## src/rtl/mem_align_unit_pkg.sv

```systemverilog
// Shared types for the load/store alignment path.
package mem_align_unit_pkg;

    typedef enum logic {
        SIZE_BYTE = 1'b0,
        SIZE_WORD = 1'b1
    } mem_size_t;

endpackage

```

## src/rtl/mem_align_unit_byte_lane_steer.sv

```systemverilog
// Combinational lane steering: byte select/extend and split merge on loads,
// replicate/rotate and per-lane enables on stores.
module byte_lane_steer
    import mem_align_unit_pkg::*;
#(
    parameter int WIDTH  = 16,
    parameter int LANES  = WIDTH / 8,
    parameter int LANE_W = $clog2(LANES)
) (
    input  logic              phase,
    input  logic [LANE_W-1:0] lane,
    input  mem_size_t         size,
    input  logic              is_write,
    input  logic              is_signed,
    input  logic [WIDTH-1:0]  wdata,
    input  logic [WIDTH-1:0]  rdata_lo,
    input  logic [WIDTH-1:0]  rdata_hi,
    output logic [WIDTH-1:0]  wdata_out,
    output logic [LANES-1:0]  byte_enable,
    output logic [WIDTH-1:0]  rdata_out
);

    logic [LANE_W+2:0] shamt;
    logic [WIDTH-1:0]  rotated;
    logic [WIDTH-1:0]  split_low;
    logic [7:0]        sel_byte;
    logic [LANES-1:0]  one_hot;
    logic [LANES-1:0]  low_mask;

    assign shamt     = {lane, 3'b000};
    assign rotated   = WIDTH'({wdata, wdata} >> (WIDTH - shamt));
    // Second access holds the high bytes: window the pair {acc2, acc1} at lane k.
    assign split_low = WIDTH'({rdata_hi, rdata_lo} >> shamt);
    assign sel_byte  = 8'(rdata_hi >> shamt);
    assign one_hot   = LANES'(1) << lane;
    assign low_mask  = one_hot - LANES'(1);

    always_comb begin
        wdata_out   = rotated;
        byte_enable = '0;
        rdata_out   = rdata_hi;
        if (size == SIZE_BYTE) begin
            wdata_out = {LANES{wdata[7:0]}};
            rdata_out = is_signed ? {{(WIDTH-8){sel_byte[7]}}, sel_byte}
                                  : {{(WIDTH-8){1'b0}}, sel_byte};
            if (is_write) byte_enable = one_hot;
        end else begin
            if (phase) rdata_out = split_low;
            if (is_write) byte_enable = phase ? low_mask : ~low_mask;
        end
    end

endmodule

```

## src/rtl/mem_align_unit.sv

```systemverilog
// Load/store alignment unit: accepts one request at a time and issues one or
// two lane-aligned memory transactions, returning the aligned load result.
module mem_align_unit
    import mem_align_unit_pkg::*;
#(
    parameter int WIDTH           = 16,
    parameter int ADDR_W          = 16,
    parameter bit ALLOW_UNALIGNED = 1'b1
) (
    input  logic                   clk,
    input  logic                   reset,
    input  logic                   req_valid,
    output logic                   req_ready,
    input  logic                   req_write,
    input  mem_size_t              req_size,
    input  logic                   req_signed,
    input  logic [ADDR_W-1:0]      req_addr,
    input  logic [WIDTH-1:0]       req_wdata,
    output logic                   resp_valid,
    output logic [WIDTH-1:0]       resp_rdata,
    output logic                   resp_err,
    output logic                   mem_read,
    output logic                   mem_write,
    output logic [ADDR_W-1:0]      mem_address,
    output logic [WIDTH-1:0]       mem_wdata,
    output logic [WIDTH/8-1:0]     mem_byte_enable,
    input  logic [WIDTH-1:0]       mem_rdata,
    input  logic                   mem_resp
);

    localparam int LANES  = WIDTH / 8;
    localparam int LANE_W = $clog2(LANES);

    typedef enum logic [1:0] {
        ST_IDLE,
        ST_ACC1,
        ST_ACC2,
        ST_DONE
    } state_t;

    state_t            state_q;
    logic              write_q;
    logic              signed_q;
    logic              split_q;
    mem_size_t         size_q;
    logic [LANE_W-1:0] lane_q;
    logic [WIDTH-1:0]  acc1_q;

    logic              in_idle;
    logic              req_split;
    logic [ADDR_W-1:0] aligned_addr;
    logic [LANE_W-1:0] st_lane;
    mem_size_t         st_size;
    logic              st_write;
    logic              st_signed;
    logic [WIDTH-1:0]  st_wdata;
    logic [LANES-1:0]  st_be;
    logic [WIDTH-1:0]  st_rdata;

    assign in_idle      = (state_q == ST_IDLE);
    assign req_ready    = in_idle;
    assign req_split    = (req_size == SIZE_WORD) && (req_addr[LANE_W-1:0] != '0);
    assign aligned_addr = {req_addr[ADDR_W-1:LANE_W], {LANE_W{1'b0}}};

    // While idle the steering works on the live request so strobes can launch at accept.
    assign st_lane   = in_idle ? req_addr[LANE_W-1:0] : lane_q;
    assign st_size   = in_idle ? req_size : size_q;
    assign st_write  = in_idle ? req_write : write_q;
    assign st_signed = in_idle ? req_signed : signed_q;

    byte_lane_steer #(
        .WIDTH (WIDTH)
    ) u_steer (
        .phase       (state_q == ST_ACC2),
        .lane        (st_lane),
        .size        (st_size),
        .is_write    (st_write),
        .is_signed   (st_signed),
        .wdata       (req_wdata),
        .rdata_lo    (acc1_q),
        .rdata_hi    (mem_rdata),
        .wdata_out   (st_wdata),
        .byte_enable (st_be),
        .rdata_out   (st_rdata)
    );

    // Request FSM with all memory-side and response outputs registered.
    always_ff @(posedge clk) begin
        if (reset) begin
            state_q         <= ST_IDLE;
            write_q         <= 1'b0;
            signed_q        <= 1'b0;
            split_q         <= 1'b0;
            size_q          <= SIZE_BYTE;
            lane_q          <= '0;
            acc1_q          <= '0;
            resp_valid      <= 1'b0;
            resp_err        <= 1'b0;
            resp_rdata      <= '0;
            mem_read        <= 1'b0;
            mem_write       <= 1'b0;
            mem_address     <= '0;
            mem_wdata       <= '0;
            mem_byte_enable <= '0;
        end else begin
            unique case (state_q)
                ST_IDLE: begin
                    if (req_valid) begin
                        write_q  <= req_write;
                        signed_q <= req_signed;
                        split_q  <= req_split;
                        size_q   <= req_size;
                        lane_q   <= req_addr[LANE_W-1:0];
                        if (req_split && !ALLOW_UNALIGNED) begin
                            state_q    <= ST_DONE;
                            resp_valid <= 1'b1;
                            resp_err   <= 1'b1;
                        end else begin
                            state_q         <= ST_ACC1;
                            mem_read        <= !req_write;
                            mem_write       <= req_write;
                            mem_address     <= aligned_addr;
                            mem_wdata       <= st_wdata;
                            mem_byte_enable <= st_be;
                        end
                    end
                end
                ST_ACC1: begin
                    if (mem_resp) begin
                        mem_read  <= 1'b0;
                        mem_write <= 1'b0;
                        acc1_q    <= mem_rdata;
                        if (split_q) begin
                            state_q <= ST_ACC2;
                        end else begin
                            state_q    <= ST_DONE;
                            resp_valid <= 1'b1;
                            resp_err   <= 1'b0;
                            if (!write_q) resp_rdata <= st_rdata;
                        end
                    end
                end
                ST_ACC2: begin
                    // First ACC2 cycle is the mandatory strobe gap; mem_resp is ignored there.
                    if (!mem_read && !mem_write) begin
                        mem_read        <= !write_q;
                        mem_write       <= write_q;
                        mem_address     <= mem_address + ADDR_W'(LANES);
                        mem_byte_enable <= st_be;
                    end else if (mem_resp) begin
                        mem_read   <= 1'b0;
                        mem_write  <= 1'b0;
                        state_q    <= ST_DONE;
                        resp_valid <= 1'b1;
                        resp_err   <= 1'b0;
                        if (!write_q) resp_rdata <= st_rdata;
                    end
                end
                ST_DONE: begin
                    state_q    <= ST_IDLE;
                    resp_valid <= 1'b0;
                    resp_err   <= 1'b0;
                end
                default: state_q <= ST_IDLE;
            endcase
        end
    end

endmodule

```

## config.mk

```make
export PLATFORM = sky130hd
export DESIGN_NAME = mem_align_unit
export DESIGN_NICKNAME = d
export VERILOG_FILES = /design/src/rtl/mem_align_unit_pkg.sv /design/src/rtl/mem_align_unit_byte_lane_steer.sv /design/src/rtl/mem_align_unit.sv
export SDC_FILE = /design/constraint.sdc
export NUM_CORES = 1
export LEC_CHECK = 0
export CORE_MARGIN = 2
export CORE_UTILIZATION = 30
export DETAILED_ROUTE_END_ITERATION = 10
export HOLD_SLACK_MARGIN = 0.03
export PLACE_DENSITY = 0.62
export SLEW_MARGIN = 20
export SYNTH_ARGS = -nofsm -noshare
export SYNTH_HDL_FRONTEND = slang
export SYNTH_SLANG_ARGS = --single-unit
```

## constraint.sdc

```tcl
create_clock -name clk -period 1.8 [get_ports clk]
set_input_delay 0.36 -clock clk [delete_from_list [all_inputs] [get_ports clk]]
set_output_delay 0.36 -clock clk [all_outputs]
set_load 0.1 [all_outputs]
```

==> results.cfg <==
[outcome]
status = finished with violations
failed_checks = setup timing

[sta]
hold_violations = 0
tightest_slew_ns = 0.582
setup_viol = 14
fmax_mhz = 532
slew_viol_final = 0
slew_headroom = 0.612
post-route-min-period_ns = 1.88
grt_setup_unrepaired = yes
fin_skew_ns = 0.00886
layout_worst_path_cycle_share = 1.04
hold_ws_ns = 0.458
fin_ws_ns = -0.0790

[floorplan]
die_h_microns = 120
die_area_sq_um = 14400
num_io_pins = 110
core_area_sq_um = 13200
row_count = 42
die_x_microns = 120
initial_utilization = 0.305

[placement]
dpl.hpwl_microns = 8950
io_buffer_count = 107
finalWeightedCongestion = 0.840
place_area_sq_um = 6180
dp_slack_ns = -0.332

[synthesis]
synth.most_common_cell = nand2_1
syn-instance-count = 503
avgSynthCellArea_sq_um = 8.01
syn_area_sq_um = 4030
synth.distinct_cells = 59
synth_edf_count = 0
synth_area_leaders = dfxtp_1, nand2_1, a311oi_1
yosys-top-cells-count = nand2_1, dfxtp_1, nor2_1, a21oi_1, o21ai_0
synth_top_area_cell = dfxtp_1
seq_area_frac_synth = 0.373
synth-seq-cells = 75
synth_top_area_frac = 0.373
ys_warn_count = 0
ys.flop_type = dfxtp_1
synthArstFlopShare = 0

[cts]
ctsHoldBuffers = 0
cts_tree = built
cts_buffer_depth = 2
cts_buffers = 9
cts_htree_levels = 3
ctsRootBufferMaster = clkbuf_16
cts_sinks = 75
clk_pin_slew_ns = 0.06
clk-insertion-delay-late_ns = 0.34

[flow_run]
drv_cap = 0

[critical_path]
crit_path_max_fanout = 8
critPathMaxStageDelay_ns = 0.33
path_cells = inv_4, ha_4, mux2i_4, buf_6, mux2_4, a21boi_4, buf_12, a211oi_2
critPathKind = reg2reg
end_kind = register
cp_slowest_cell = dfxtp_2
cp_top_family = multiplexers
required_ns = 2.03
worst_ep_arrival_time_ns = 2.10
path_buf_inv = 3
crit_path_start_kind = register

[pwr]
vdd_ir_drop_max_v = 0.000916
power-per-cell-area_nw_per_um2 = 2270
leakage_nw = 2.50

[layout]
fill_cells = 1145
fin_area_sq_um = 6920
syn_to_final_growth_pct = 71.7
antenna_cells = 0
layout-drive-gt1-share = 0.319
finalNetCount = 703

[drt]
dr_wl_met3_microns = 760
drt-met1-wl_microns = 5770
drcViolationCount = 0
drt-initial-drc-count = 396
vias_per_cell = 5.35
postRouteWirelength_microns = 13400
route.met2.wl_microns = 6650
first_pass_iters = 5
top_layer_used = met4
ant_nets = 0
vias = 4401
post_drt_wl_per_cell_microns = 16.3

[global_route]
grt_pass1_wl_microns = 21100
grt-ovfl-total = 0
grt_max_degree = 38
grt_pass1_vias = 4254
antenna_found_initial = 0
grt_util_all_layers = 0.182

[worst_hold_path]
min_path_type = reg2reg
## what timing repair did
action,in CTS,in global routing
gates resized for setup,21,45
pin swaps,24,16
gates cloned,3,1
endpoints found under the hold margin,0,0
endpoints found under the setup margin,20,50
buffers inserted,7,5
## stage by stage
stage | setup TNS [ns] | power [mW] | utilization | instances
floorplan | -8.52 | 9.15 | - | 504
global placement | -6.05 | 12.5 | 0.469 | 792
detailed placement | -7.69 | 12.7 | 0.469 | 792
CTS | -0.358 | 15.1 | 0.507 | 817
global route | -1.90 | 16.4 | 0.524 | 822
finish | -0.680 | 15.7 | 0.524 | 822
## final timing paths
path | start | end | slack (ns) | cells after the start
setup reg to reg | state_q[0] | resp_rdata[11] | -0.08 | 8
hold / removal | acc1_q[2] | acc1_q[2] | 0.46 | 2
setup / recovery | state_q[0] | resp_rdata[11] | -0.08 | 8
hold reg to reg | acc1_q[2] | acc1_q[2] | 0.46 | 2
## state kept, by name (all words and copies together), names as in the netlist
name	cells
signed_q	1
resp_rdata	16
mem_read	1
mem_address	15
lane_q	1
size_q	1
split_q	1
mem_wdata	16
mem_write	1
write_q	1
state_q	2
mem_byte_enable	2
acc1_q	16
resp_valid	1
## kinds of logic after synthesis
kind of cell / synth area share
other: 0.000931
DFF: 0.373
adders and majority gates: 0.0217
and+or+nand+nor: 0.218
buffers and inverters: 0.0621
AOI/OAI and AO/OA: 0.265
muxes: 0.0590
## worst reg2reg max path, delay by kind of cell, from the launching register on
kind | cells | cell delay (ns)
muxes | 2 | 0.63
adders and majority gates | 1 | 0.20
AOI/OAI and AO/OA | 2 | 0.23
DFF | 1 | 0.33
buffers and inverters | 3 | 0.37
## final cells by class
type | count | area, sq um | area share
clock inverter | 3 | 18.8 | 0.00271
timing repair buffer | 168 | 2270 | 0.329
clock buffer | 13 | 272 | 0.0393
tap | 176 | 220 | 0.0318
sequential | 75 | 1540 | 0.222
inverter | 9 | 36.3 | 0.00525
multi-input combinational | 378 | 2560 | 0.370
## power by group
part           total [mW]  switching, mW  internal (mW)
logic                10.9           6.47           4.47
clock network        1.78          0.721           1.06
registers            3.02          0.744           2.27
## per-layer routing
| metal | global-route usage | vias to the layer above |
|---|---|---|
| li1 | - | 2112 |
| met1 | 0.232 | 2112 |
| met2 | 0.304 | 157 |
| met3 | 0.0385 | 20 |
| met4 | 0.0625 | 0 |
| met5 | 0 | - |
## cells in the final DEF, fill, tap and decap left out, drive strengths merged, types with 9 or more instances in the layout
cell type      count
a211oi            15
a21oi             38
a311o              9
a311oi            27
buf              114
clkbuf            14
clkdlybuf4s50     53
dfxtp             75
inv               10
mux2              12
nand2             99
nand3              9
nor2              50
o21ai             35
Power figures use the tool's default switching activity.
==> variant: new RTL, same flow settings <==
Re-encode `state_t` (4 states) as one-hot, 4 bits wide.
--- a/src/rtl/mem_align_unit.sv
+++ b/src/rtl/mem_align_unit.sv
@@ -33,7 +33,7 @@
 
-    typedef enum logic [1:0] {
-        ST_IDLE,
-        ST_ACC1,
-        ST_ACC2,
-        ST_DONE
+    typedef enum logic [3:0] {
+        ST_IDLE = 4'b0001,
+        ST_ACC1 = 4'b0010,
+        ST_ACC2 = 4'b0100,
+        ST_DONE = 4'b1000
     } state_t;
Check against the original RTL: same outputs for any inputs over 4 cycles, from zero or initial values and one cycle with reset high; so few cycles prove little.
==> variant against the unedited design <==
- the run still ends with negative setup slack left
- hold slack lost 1.7 ps
- first-iteration DRC count shrank 6.1%
- worst setup slack lost 290 ps
- design area grew 0.58%
- area after synthesis shrank 0.84%
- wire length is essentially flat
- synthesized cell count shrank 0.80%
- sequential cell count grew 2
- count of clock-buffer cells in the layout shrank 3
Power is not compared: it rests on default switching activity, and its combinational part moved more than twofold at a synthesized area within 25%.
==> variant: results (changes against the unedited design) <==
{
  "clock-skew-final": {"value": 7.30, "unit": "ps", "change": "-1.56 ps"},
  "place_hpwl": {"value": 9040, "unit": "µm", "change": "+0.97%"},
  "nFlopsAndLatches": {"value": 77, "change": "+2.7%"},
  "synthesis.area_per_instance": {"value": 8.00, "unit": "µm²", "change": "about the same"},
  "met2_length": {"value": 6720, "unit": "µm", "change": "+1.1%"},
  "violated_checks": {"value": "negative setup slack"},
  "startpoint_of_the_tightest_hold_check_path": {"value": "acc1_q[1]"},
  "met1Wirelength": {"value": 5730, "unit": "µm", "change": "-0.78%"},
  "area_share_clock_buf_inv": {"value": 4.46, "unit": "%", "change": "+0.26 points"},
  "via_density": {"value": 5.25, "change": "-1.9%"},
  "setup_viol": {"value": 39, "change": "+25"},
  "cp_slowest_stage_delay": {"value": 580, "unit": "ps", "change": "+250 ps"},
  "timing.slew.headroom": {"value": 64.5, "unit": "%", "change": "+3.3 points"},
  "min_delay_worst_endpoint": {"value": "acc1_q[1]"},
  "fraction_of_the_yosys_area_taken_by_sequential_cells": {"value": 38.6, "unit": "%", "change": "+1.3 points"},
  "crit_path_start": {"value": "state_q[1]"},
  "setup_slack": {"value": -372, "unit": "ps", "change": "-293 ps"},
  "yosys-top-cells-area": {"value": "sky130_fd_sc_hd__dfxtp_1 39%, sky130_fd_sc_hd__nor2_1 6.9%, sky130_fd_sc_hd__a21oi_1 4.9%, sky130_fd_sc_hd__a211oi_1 4.9%, sky130_fd_sc_hd__mux2i_1 4.8%"},
  "routed_met3_length": {"value": 742, "unit": "µm", "change": "-2.4%"},
  "detail_route.iter0.violations": {"value": 372, "change": "-6.1%"},
  "detail_route.wirelength": {"value": 13400, "unit": "µm", "change": "about the same"},
  "globalRouteTotalUtil": {"value": 18.6, "unit": "%", "change": "+0.39 points"},
  "final_net_count": {"value": 697, "change": "-0.85%"},
  "status": {"value": "finished, violations left"},
  "placedCellCount": {"value": 787, "change": "-0.63%"},
  "r2r-end": {"value": "resp_rdata[15]"},
  "drive_gt1_share": {"value": 32.5, "unit": "%", "change": "+0.62 points"},
  "nonClockInverterCount": {"value": 3, "change": "-6"},
  "placement.cell_area": {"value": 0.00615, "unit": "mm²", "change": "-0.53%"},
  "grt_pass1_vias": {"value": 4222, "change": "-0.75%"},
  "place.gp.congestion": {"value": 0.856, "change": "+1.9%"},
  "timing.setup.tns": {"value": -10500, "unit": "ps", "change": "-9820 ps"},
  "multiInputGateArea": {"value": 0.00249, "unit": "mm²", "change": "-2.6%"},
  "multiplexer_share_of_the_synthesized_area": {"value": 7.86, "unit": "%", "change": "+2.0 points"},
  "grt_first_pass_wirelength": {"value": 21300, "unit": "µm", "change": "+0.78%"},
  "filler_cell_count": {"value": 1191, "change": "+4.0%"},
  "cpLargestDelayFamily": {"value": "simple AND/OR/NAND/NOR gates"},
  "area_share_nonclk_buffers": {"value": 33.5, "unit": "%", "change": "+0.60 points"},
  "sequential_share_of_cell_area": {"value": 22.7, "unit": "%", "change": "+0.50 points"}
}
-- variant: what timing repair did --
| action | CTS | global route |
|---|---|---|
| resized for setup | 26 | 47 |
| pin swaps | 22 | 18 |
| setup endpoints to repair | 51 | 51 |
| cloned | 2 | 2 |
| endpoints found under the hold margin | 0 | 0 |
| buffers inserted | 7 | 8 |
-- variant: logic make-up after synthesis --
family,count (synthesis)
adders and majority gates,1
and+or+nand+nor,201
xor gates and xnor gates,2
other,1
muxes,29
DFF,77
buffers and inverters,48
AOI/OAI and AO/OA,140
-- variant: through the flow --
stage	worst slack (ps)	hold WS [ps]	total power [mW]	util [%]
floorplan	-539	433	2.95	-
global placement	-438	441	3.67	46.8
detailed placement	-543	446	3.69	46.8
CTS	-363	458	5.62	50.9
global route	-417	482	5.86	53.0
finish	-372	457	5.66	53.0
-- variant: layer usage --
layer / GRT usage, % / up-vias
met5: 0 / -
met1: 23.4 / 2067
met3: 4.12 / 18
met4: 6.40 / 0
met2: 31.3 / 144
li1: - / 2087
